<file path="src/rtl/pll_mode_sequencer_pkg.sv">
`default_nettype none
// +----------------------------------------------------------------------------+
// | pll_seq_pkg                                                                |
// | Shared types and constants for the PLL mode sequencer: FSM state encoding, |
// | Avalon-MM reconfiguration register addresses and a small address helper.   |
// | Revision: 1.0 - initial release                                            |
// +----------------------------------------------------------------------------+
package pll_seq_pkg;

  localparam int ADDR_W = 6;

  // Reconfiguration IP register map: mode select, fractional K, start.
  localparam logic [ADDR_W-1:0] ADDR_MODE  = 6'd0;
  localparam logic [ADDR_W-1:0] ADDR_FRAC  = 6'd7;
  localparam logic [ADDR_W-1:0] ADDR_START = 6'd2;

  typedef enum logic [2:0] {
    S_IDLE      = 3'd0,
    S_WR_MODE   = 3'd1,
    S_WR_FRAC   = 3'd2,
    S_WR_START  = 3'd3,
    S_GAP       = 3'd4,
    S_WAIT_LOCK = 3'd5
  } seq_state_e;

  // Register address written by each write state.
  function automatic logic [ADDR_W-1:0] write_addr(input seq_state_e s);
    case (s)
      S_WR_FRAC:  return ADDR_FRAC;
      S_WR_START: return ADDR_START;
      default:    return ADDR_MODE;
    endcase
  endfunction

endpackage
`default_nettype wire

</file>
<file path="src/rtl/pll_mode_sequencer_if.sv">
`default_nettype none
// +----------------------------------------------------------------------------+
// | pll_mode_sequencer_if                                                      |
// | Avalon-MM write-only management bus toward the PLL reconfiguration IP.     |
// |   mgmt_write       write strobe            (master -> slave)               |
// |   mgmt_address     6-bit register address  (master -> slave)               |
// |   mgmt_writedata   32-bit write data       (master -> slave)               |
// |   mgmt_waitrequest stall                   (slave -> master)               |
// | Revision: 1.0 - initial release                                            |
// +----------------------------------------------------------------------------+
interface pll_mode_sequencer_if;
  import pll_seq_pkg::*;

  logic              mgmt_write;
  logic [ADDR_W-1:0] mgmt_address;
  logic [31:0]       mgmt_writedata;
  logic              mgmt_waitrequest;

  modport master (
    output mgmt_write,
    output mgmt_address,
    output mgmt_writedata,
    input  mgmt_waitrequest
  );

  modport slave (
    input  mgmt_write,
    input  mgmt_address,
    input  mgmt_writedata,
    output mgmt_waitrequest
  );

endinterface
`default_nettype wire

</file>
<file path="src/rtl/pll_mode_sequencer_req_filter.sv">
`default_nettype none
// +----------------------------------------------------------------------------+
// | pll_req_filter                                                             |
// | Synchronises the asynchronous mode request, rejects out-of-range values    |
// | and only accepts a request once it has been stable for STABLE_CYCLES.      |
// |   clk      in   management clock                                          |
// |   reset    in   synchronous active-high reset                             |
// |   mode_req in   raw requested mode (asynchronous)                         |
// |   target   out  accepted mode                                             |
// | Revision: 1.0 - initial release                                            |
// +----------------------------------------------------------------------------+
module pll_req_filter #(
  parameter  int NUM_MODES     = 4,
  parameter  int RESET_MODE    = 0,
  parameter  int STABLE_CYCLES = 4,
  localparam int MW            = $clog2(NUM_MODES)
) (
  input  logic          clk,
  input  logic          reset,
  input  logic [MW-1:0] mode_req,
  output logic [MW-1:0] target
);

  localparam int            SW           = $clog2(STABLE_CYCLES + 1);
  localparam logic [SW-1:0] STABLE_C     = SW'(STABLE_CYCLES);
  localparam logic [MW-1:0] RESET_MODE_C = MW'(RESET_MODE);

  logic [MW-1:0] sync1_q, sync1_d;
  logic [MW-1:0] sync2_q, sync2_d;
  logic [MW-1:0] cand_q, cand_d;
  logic [SW-1:0] cnt_q, cnt_d;
  logic [MW-1:0] target_q, target_d;
  logic          in_range;

  always_comb begin
    sync1_d  = mode_req;
    sync2_d  = sync1_q;
    cand_d   = sync2_q;
    target_d = target_q;
    in_range = 32'(sync2_q) < 32'(NUM_MODES);

    // cnt tracks how many consecutive samples equal the candidate,
    // including the current one; it saturates at the threshold.
    if (sync2_q != cand_q) begin
      cnt_d = SW'(1);
    end else if (cnt_q >= STABLE_C) begin
      cnt_d = cnt_q;
    end else begin
      cnt_d = cnt_q + 1'b1;
    end

    if (cnt_d >= STABLE_C && in_range) begin
      target_d = sync2_q;
    end
  end

  always_ff @(posedge clk) begin
    if (reset) begin
      sync1_q  <= RESET_MODE_C;
      sync2_q  <= RESET_MODE_C;
      cand_q   <= RESET_MODE_C;
      cnt_q    <= '0;
      target_q <= RESET_MODE_C;
    end else begin
      sync1_q  <= sync1_d;
      sync2_q  <= sync2_d;
      cand_q   <= cand_d;
      cnt_q    <= cnt_d;
      target_q <= target_d;
    end
  end

  assign target = target_q;

endmodule
`default_nettype wire

</file>
<file path="src/rtl/pll_mode_sequencer.sv">
`default_nettype none
// +----------------------------------------------------------------------------+
// | pll_mode_sequencer                                                         |
// | Retunes the system PLL through its reconfiguration port whenever the      |
// | filtered mode request differs from the applied mode: writes mode, frac-K   |
// | and start registers, then waits (masked, with timeout) for lock.          |
// |   clk        in   management clock                                       |
// |   reset      in   synchronous active-high reset                          |
// |   mode_req   in   requested mode (asynchronous)                          |
// |   mgmt       if   Avalon-MM master toward the reconfiguration IP         |
// |   pll_locked in   PLL lock indication (asynchronous)                     |
// |   busy       out  sequence in progress                                   |
// |   done       out  one-cycle pulse, lock confirmed                        |
// |   error      out  one-cycle pulse, lock timeout                          |
// |   cur_mode   out  last mode applied                                      |
// | Revision: 1.0 - initial release                                            |
// +----------------------------------------------------------------------------+
module pll_mode_sequencer
  import pll_seq_pkg::*;
#(
  parameter  int                      NUM_MODES     = 4,
  parameter  logic [NUM_MODES*32-1:0] FRAC_TABLE    = '0,
  parameter  int                      RESET_MODE    = 0,
  parameter  int                      STABLE_CYCLES = 4,
  parameter  int                      GAP_CYCLES    = 3,
  parameter  int                      LOCK_MASK     = 16,
  parameter  int                      LOCK_TIMEOUT  = 65535,
  localparam int                      MW            = $clog2(NUM_MODES)
) (
  input  logic                        clk,
  input  logic                        reset,
  input  logic [MW-1:0]               mode_req,
  pll_mode_sequencer_if.master        mgmt,
  input  logic                        pll_locked,
  output logic                        busy,
  output logic                        done,
  output logic                        error,
  output logic [MW-1:0]               cur_mode
);

  // A zero gap still spends one idle cycle so that the strobe always drops.
  localparam int            GW           = (GAP_CYCLES > 1) ? $clog2(GAP_CYCLES) : 1;
  localparam logic [GW-1:0] GAP_LAST     = GW'((GAP_CYCLES > 0) ? GAP_CYCLES - 1 : 0);
  localparam int            LW           = $clog2(LOCK_TIMEOUT + 1);
  localparam logic [LW-1:0] LOCK_LAST    = LW'(LOCK_TIMEOUT - 1);
  localparam logic [LW-1:0] MASK_END     = LW'(LOCK_MASK);
  localparam logic [MW-1:0] RESET_MODE_C = MW'(RESET_MODE);

  logic [MW-1:0]     target;
  logic [31:0]       frac_word;
  logic              wr_accept;

  seq_state_e        state_q, state_d;
  seq_state_e        next_wr_q, next_wr_d;
  logic [GW-1:0]     gap_cnt_q, gap_cnt_d;
  logic [LW-1:0]     lock_cnt_q, lock_cnt_d;
  logic [MW-1:0]     active_mode_q, active_mode_d;
  logic [MW-1:0]     cur_mode_q, cur_mode_d;
  logic              wr_q, wr_d;
  logic [ADDR_W-1:0] addr_q, addr_d;
  logic [31:0]       wdata_q, wdata_d;
  logic              busy_q, busy_d;
  logic              done_q, done_d;
  logic              error_q, error_d;
  logic [1:0]        lock_sync_q, lock_sync_d;

  pll_req_filter #(
    .NUM_MODES     (NUM_MODES),
    .RESET_MODE    (RESET_MODE),
    .STABLE_CYCLES (STABLE_CYCLES)
  ) u_req_filter (
    .clk      (clk),
    .reset    (reset),
    .mode_req (mode_req),
    .target   (target)
  );

  assign frac_word = FRAC_TABLE[{active_mode_q, 5'd0} +: 32];

  always_comb begin
    state_d       = state_q;
    next_wr_d     = next_wr_q;
    gap_cnt_d     = gap_cnt_q;
    lock_cnt_d    = lock_cnt_q;
    active_mode_d = active_mode_q;
    cur_mode_d    = cur_mode_q;
    wr_d          = wr_q;
    addr_d        = addr_q;
    wdata_d       = wdata_q;
    busy_d        = busy_q;
    done_d        = 1'b0;
    error_d       = 1'b0;
    lock_sync_d   = {lock_sync_q[0], pll_locked};
    wr_accept     = wr_q && !mgmt.mgmt_waitrequest;

    case (state_q)
      S_IDLE: begin
        // Target is only sampled here, so requests arriving mid-sequence
        // collapse to the latest one once the current sequence ends.
        if (target != cur_mode_q) begin
          state_d       = S_WR_MODE;
          active_mode_d = target;
          busy_d        = 1'b1;
          wr_d          = 1'b1;
          addr_d        = ADDR_MODE;
          wdata_d       = '0;
        end
      end

      S_WR_MODE, S_WR_FRAC: begin
        if (wr_accept) begin
          wr_d      = 1'b0;
          gap_cnt_d = '0;
          state_d   = S_GAP;
          next_wr_d = (state_q == S_WR_MODE) ? S_WR_FRAC : S_WR_START;
        end
      end

      S_WR_START: begin
        if (wr_accept) begin
          wr_d       = 1'b0;
          lock_cnt_d = '0;
          state_d    = S_WAIT_LOCK;
        end
      end

      S_GAP: begin
        if (gap_cnt_q == GAP_LAST) begin
          state_d = next_wr_q;
          wr_d    = 1'b1;
          addr_d  = write_addr(next_wr_q);
          wdata_d = (next_wr_q == S_WR_FRAC) ? frac_word : 32'd0;
        end else begin
          gap_cnt_d = gap_cnt_q + 1'b1;
        end
      end

      S_WAIT_LOCK: begin
        // Lock takes priority over timeout so done and error never coincide.
        if (lock_cnt_q >= MASK_END && lock_sync_q[1]) begin
          done_d     = 1'b1;
          busy_d     = 1'b0;
          cur_mode_d = active_mode_q;
          state_d    = S_IDLE;
        end else if (lock_cnt_q >= LOCK_LAST) begin
          error_d    = 1'b1;
          busy_d     = 1'b0;
          cur_mode_d = active_mode_q;
          state_d    = S_IDLE;
        end else if (lock_cnt_q != '1) begin
          lock_cnt_d = lock_cnt_q + 1'b1;
        end
      end

      default: state_d = S_IDLE;
    endcase
  end

  always_ff @(posedge clk) begin
    if (reset) begin
      state_q       <= S_IDLE;
      next_wr_q     <= S_WR_FRAC;
      gap_cnt_q     <= '0;
      lock_cnt_q    <= '0;
      active_mode_q <= RESET_MODE_C;
      cur_mode_q    <= RESET_MODE_C;
      wr_q          <= 1'b0;
      addr_q        <= '0;
      wdata_q       <= '0;
      busy_q        <= 1'b0;
      done_q        <= 1'b0;
      error_q       <= 1'b0;
      lock_sync_q   <= '0;
    end else begin
      state_q       <= state_d;
      next_wr_q     <= next_wr_d;
      gap_cnt_q     <= gap_cnt_d;
      lock_cnt_q    <= lock_cnt_d;
      active_mode_q <= active_mode_d;
      cur_mode_q    <= cur_mode_d;
      wr_q          <= wr_d;
      addr_q        <= addr_d;
      wdata_q       <= wdata_d;
      busy_q        <= busy_d;
      done_q        <= done_d;
      error_q       <= error_d;
      lock_sync_q   <= lock_sync_d;
    end
  end

  assign mgmt.mgmt_write     = wr_q;
  assign mgmt.mgmt_address   = addr_q;
  assign mgmt.mgmt_writedata = wdata_q;
  assign busy                = busy_q;
  assign done                = done_q;
  assign error               = error_q;
  assign cur_mode            = cur_mode_q;

endmodule
`default_nettype wire

</file>
<file path="src/flat_wrapper.sv">
// flat-port wrapper written by rule: the top's interface ports become plain ports
module pll_mode_sequencer_flat import pll_seq_pkg::*;
#(
  parameter  int                      NUM_MODES     = 4,
  parameter  logic [NUM_MODES*32-1:0] FRAC_TABLE    = '0,
  parameter  int                      RESET_MODE    = 0,
  parameter  int                      STABLE_CYCLES = 4,
  parameter  int                      GAP_CYCLES    = 3,
  parameter  int                      LOCK_MASK     = 16,
  parameter  int                      LOCK_TIMEOUT  = 65535,
  localparam int                      MW            = $clog2(NUM_MODES)
)
  (clk, reset, mode_req, pll_locked, busy, done, error, cur_mode, mgmt_mgmt_write, mgmt_mgmt_address, mgmt_mgmt_writedata, mgmt_mgmt_waitrequest);
  pll_mode_sequencer_if mgmt_i ();
  input  logic clk;
  input  logic reset;
  input  logic [MW-1:0] mode_req;
  input  logic pll_locked;
  output logic busy;
  output logic done;
  output logic error;
  output logic [MW-1:0] cur_mode;
  output wire logic [$bits(mgmt_i.mgmt_write)-1:0] mgmt_mgmt_write;
  output wire logic [$bits(mgmt_i.mgmt_address)-1:0] mgmt_mgmt_address;
  output wire logic [$bits(mgmt_i.mgmt_writedata)-1:0] mgmt_mgmt_writedata;
  input wire logic [$bits(mgmt_i.mgmt_waitrequest)-1:0] mgmt_mgmt_waitrequest;
  assign mgmt_mgmt_write = mgmt_i.mgmt_write;
  assign mgmt_mgmt_address = mgmt_i.mgmt_address;
  assign mgmt_mgmt_writedata = mgmt_i.mgmt_writedata;
  assign mgmt_i.mgmt_waitrequest = mgmt_mgmt_waitrequest;
  pll_mode_sequencer #(.NUM_MODES(NUM_MODES), .FRAC_TABLE(FRAC_TABLE), .RESET_MODE(RESET_MODE), .STABLE_CYCLES(STABLE_CYCLES), .GAP_CYCLES(GAP_CYCLES), .LOCK_MASK(LOCK_MASK), .LOCK_TIMEOUT(LOCK_TIMEOUT)) u_core (.clk(clk), .reset(reset), .mode_req(mode_req), .mgmt(mgmt_i), .pll_locked(pll_locked), .busy(busy), .done(done), .error(error), .cur_mode(cur_mode));
endmodule
</file>
<file path="config.mk">
export PLATFORM = sky130hd
export DESIGN_NAME = pll_mode_sequencer_flat
export DESIGN_NICKNAME = d
export VERILOG_FILES = /design/src/rtl/pll_mode_sequencer_pkg.sv /design/src/rtl/pll_mode_sequencer_if.sv /design/src/rtl/pll_mode_sequencer_req_filter.sv /design/src/rtl/pll_mode_sequencer.sv /design/src/flat_wrapper.sv
export SDC_FILE = /design/constraint.sdc
export NUM_CORES = 1
export LEC_CHECK = 0
export ABC_CLOCK_PERIOD_IN_PS = 2100
export CORE_MARGIN = 2
export CORE_UTILIZATION = 51
export DETAILED_ROUTE_END_ITERATION = 8
export MAX_ROUTING_LAYER = met4
export PLACE_DENSITY = 0.83
export SLEW_MARGIN = 20
export SYNTH_ARGS = -nofsm -noshare
export SYNTH_HDL_FRONTEND = slang
export SYNTH_SLANG_ARGS = --single-unit
export TNS_END_PERCENT = 100
</file>
<file path="constraint.sdc">
create_clock -name clk -period 2.1 [get_ports clk]
set_input_delay 0.21 -clock clk [delete_from_list [all_inputs] [get_ports clk]]
set_output_delay 0.21 -clock clk [all_outputs]
set_load 0.005 [all_outputs]
</file>
==> impl_metrics.yaml, run 1 <==
floorplan:
  core_area_mm2: 0.00469
  dieArea_mm2: 0.00544
  initial_utilization_pct: 52.9
  io_pins: 50
  die-height_um: 73.7
  num_rows: 25
  die_w_um: 73.7
global_routing:
  grt_pass1_wl_um: 7780
  grt_pass1_vias: 1758
  grt-ovfl-total: 0
  grt_max_degree: 32
  gr-usage-all-layers_pct: 18.6
  antenna_found_initial: 0
synthesis:
  synth_warnings: 0
  ys.flop_type: "dfxtp_1"
  synth_top_area_share_pct: 36.3
  avgSynthCellArea_um2: 8.73
  synth_edf_count: 0
  synth_common_cells: "dfxtp_1 (45), buf_4 (36), nor2_1 (22)"
  synth_compound_area_share_pct: 17.5
  synthAdderAreaFrac_pct: 2.52
  synth_top_family_by_area: "simple AND/OR/NAND/NOR gates"
  synthMuxAreaShare_pct: 3.63
  synth_xor_area_share_pct: 2.12
  ys_seq_elements: 45
  yosysTopAreaCell: "dfxtp_1"
  synthArstFlopShare_pct: 0
  ys_types: 58
  syn_inst: 284
  syn_area_mm2: 0.00248
  synth_area_leaders: "dfxtp_1 (36%), buf_4 (11%), a21oi_1 (4.0%)"
  yosysSeqAreaShare_pct: 36.3
  synth.most_common_cell: "dfxtp_1"
  synthSimpleGateAreaFrac_pct: 23.7
power:
  pwr-share-clk_pct: 34.2
  p_per_area_mw_per_mm2: 581
  pwr-share-comb_pct: 11.0
  power.leakage_nw: 1.11
  vdd_drop_max_v: 0.000302
  sw_frac_of_total_pct: 27.8
  seqPwrFrac_pct: 54.7
  power.switching_mw: 0.462
  intPower_mw: 1.20
critical_path:
  crit_type: "flop to flop"
  cp_cell_sequence: "or4_4 -> o31ai_4 -> buf_6 -> nand4_4 -> or3_4 -> a21oi_2"
  cp-end-kind: "flop"
  reg2reg_from: "u_core.lock_cnt_q[8]$_SDFFE_PP0P_"
  path_buf_inv: 1
  r2r_cells: 6
  required_ps: 2350
  r2r_setup_slack_ps: 10
  critPathTopFamily: "simple AND/OR/NAND/NOR gates"
  worst_path_largest_cell_delay_ps: 550
  cp_max_fo: 8
  cp.arrival_ps: 2330
  cp_slowest_cell: "or4_4"
  timing.rr.end: "u_core.lock_cnt_q[12]$_SDFFE_PP0P_"
  startpoint_type: "flop"
sta:
  post-route-period-util_pct: 99.4
  fmax_mhz: 479
  setup_tns_ps: 0
  fin_worst_skew_ps: 5.72
  slew_violations: 0
  timing.final.crit_period_ps: 2090
  whs_ps: 444
  setup-violations-final: 0
  rsz0062_at_grt: "true"
  hold_viol_final: 0
  layout_setup_ws_ps: 12.1
status:
  outcome: "finished clean"
placement:
  dp.final_hpwl_um: 3420
  dp_slack_ps: -25.3
  portBuffers: 14
  place_congestion: 0.887
  dpl.cell_count: 360
clocking:
  ctsHtreeMaxLevel: 2
  cts_tree: "built"
  clk_pin_slew_worst_paths_ps: 90
  numCtsBuffers: 5
  clock-sinks: 45
  clk_latency_ps: 310
  clock-root-buffer: "clkbuf_8"
  cts_buffer_depth: 2
  hold_buffers: 0
drt:
  routed_wl_um: 4980
  ant_nets: 0
  post_drt_via_cell_ratio: 5.47
  drc: 0
  via_count: 2052
  wire_per_inst_um: 13.3
  firstDrtPassIters: 4
  initialDrtViolationCount: 149
layout:
  nets: 331
  n_fill_cell: 410
  num_antenna_cells: 0
  synthToLayoutAreaGrowth_pct: 15.2
  multi_input_area_mm2: 0.00138
  drive_gt1_share_pct: 18.4
  seq_area_um2: 906
  layoutNonFillerInstCount: 375
worst_hold_path:
  min_delay_path_depth: 2
  min_path_type: "input port to flop"
  min_from: "mode_req[0]"
  worstHoldEndpoint: "u_core.u_req_filter.sync1_q[0]$_SDFF_PP0_"
flow_run:
  max_cap_violations: 0
## worst max-delay path by stage
stage,from,cells past startpoint,slack [ps],to
after global routing,u_core.lock_cnt_q[4]$_SDFFE_PP0P_,6,-50,u_core.lock_cnt_q[5]$_SDFFE_PP0P_
final,u_core.lock_cnt_q[8]$_SDFFE_PP0P_,6,10,u_core.lock_cnt_q[12]$_SDFFE_PP0P_
after detailed placement,u_core.lock_cnt_q[4]$_SDFFE_PP0P_,6,-30,u_core.lock_cnt_q[10]$_SDFFE_PP0P_
after floorplan,u_core.lock_cnt_q[4]$_SDFFE_PP0P_,5,110,u_core.lock_cnt_q[13]$_SDFFE_PP0P_
after global placement,u_core.lock_cnt_q[4]$_SDFFE_PP0P_,6,90,u_core.lock_cnt_q[8]$_SDFFE_PP0P_
after CTS,u_core.lock_cnt_q[7]$_SDFFE_PP0P_,5,0.3,u_core.lock_cnt_q[5]$_SDFFE_PP0P_
## layer usage
| metal | vias up | GRT usage, % | wire [µm] |
|---|---|---|---|
| met5 | - | - | 0 |
| met4 | 0 | 5.66 | 125 |
| met3 | 10 | 4.39 | 246 |
| met2 | 59 | 31.6 | 2520 |
| met1 | 967 | 21.8 | 2080 |
| li1 | 1016 | - | - |
## logic make-up after synthesis
| logic type | after synthesis |
|---|---|
| buffers and inverters | 55 |
| flip-flops | 45 |
| adder cells (fa/ha/maj) | 5 |
| AND/OR/NAND/NOR | 103 |
| XOR/XNOR | 6 |
| other | 1 |
| AO/OA/AOI/OAI | 60 |
| multiplexers | 9 |
## sequential cells by signal, summed over array words and instances, names as in the netlist, 2 cells and up
signal	cells
u_core.lock_cnt_q	16
u_core.state_q	3
u_core.u_req_filter.cnt_q	3
u_core.active_mode_q	2
u_core.cur_mode	2
u_core.gap_cnt_q	2
u_core.lock_sync_q	2
u_core.mgmt.mgmt_address	2
u_core.u_req_filter.cand_d	2
u_core.u_req_filter.cand_q	2
u_core.u_req_filter.sync1_q	2
u_core.u_req_filter.target	2
## per-stage QoR
step | power, mW | area [µm²] | util [%]
6_report | 1.66 | 2860 | 60.9
5_1_grt | 1.73 | 2860 | 60.9
4_1_cts | 1.68 | 2760 | 58.7
3_5_place_dp | 1.11 | 2650 | 56.5
3_3_place_gp | 1.10 | 2650 | 56.5
2_1_floorplan | 1.10 | 2610 | -
## worst register-to-register path: stages, from the launching register on
cell and delay [ps]:
dfxtp_1 350, or4_4 550, o31ai_4 340, buf_6 160, nand4_4 110, or3_4 400, a21oi_2 120
## final cells by class
class / instances / area share (%)
repair buffers: 41 / 13.2
clock inverters: 3 / 0.876
well taps: 54 / 2.36
inverters: 9 / 1.18
multi-input cells: 218 / 48.3
flip-flops and latches: 45 / 31.7
clock buffers: 5 / 2.41
## power by group through the flow
stage	sequential [mW]	clock (mW)	combinational [mW]
global placement	0.927	0	0.173
floorplan	0.909	0	0.195
finish	0.909	0.569	0.184
CTS	0.908	0.587	0.181
detailed placement	0.928	0	0.178
global route	0.914	0.611	0.208
## timing repair
item,CTS,global route
endpoints found under the setup margin,5,16
gates resized for setup,1,9
buffers inserted,1,5
pin swaps,2,8
gates cloned,0,1
## cell usage in the layout, fill, tap and decap left out, types with 2 or more instances in the layout
| cell type | count |
|---|---|
| o22ai_1 | 2 |
| nand2_1 | 21 |
| nand3_1 | 10 |
| conb_1 | 35 |
| and3_1 | 2 |
| or3_1 | 4 |
| nor2b_1 | 9 |
| a21oi_1 | 18 |
| inv_1 | 9 |
| dfxtp_2 | 4 |
| a2111o_1 | 5 |
| a21oi_2 | 3 |
| or4_4 | 4 |
| nor3_1 | 5 |
| xnor2_1 | 4 |
| clkbuf_8 | 5 |
| nand2b_1 | 4 |
| mux2i_1 | 9 |
| o21ai_0 | 5 |
| xor2_1 | 2 |
| nor2_1 | 22 |
| clkdlybuf4s50_1 | 14 |
| buf_4 | 24 |
| a211oi_1 | 2 |
| dfxtp_1 | 41 |
| nand4_1 | 8 |
| o21ai_1 | 7 |
| inv_6 | 2 |
| ha_1 | 5 |
Note: power is estimated with default switching activity, not from simulation.
==> run 2: changes to the inputs <==
--- a/config.mk
+++ b/config.mk
@@ -11,7 +11,7 @@
 export DETAILED_ROUTE_END_ITERATION = 8
 export MAX_ROUTING_LAYER = met4
 export PLACE_DENSITY = 0.83
-export SLEW_MARGIN = 20
+export SLEW_MARGIN = 40
 export SYNTH_ARGS = -nofsm -noshare
 export SYNTH_HDL_FRONTEND = slang
 export SYNTH_SLANG_ARGS = --single-unit
==> results of run 2 <==
Same layout as run 1: the final DEF is identical, and so are final timing and power.
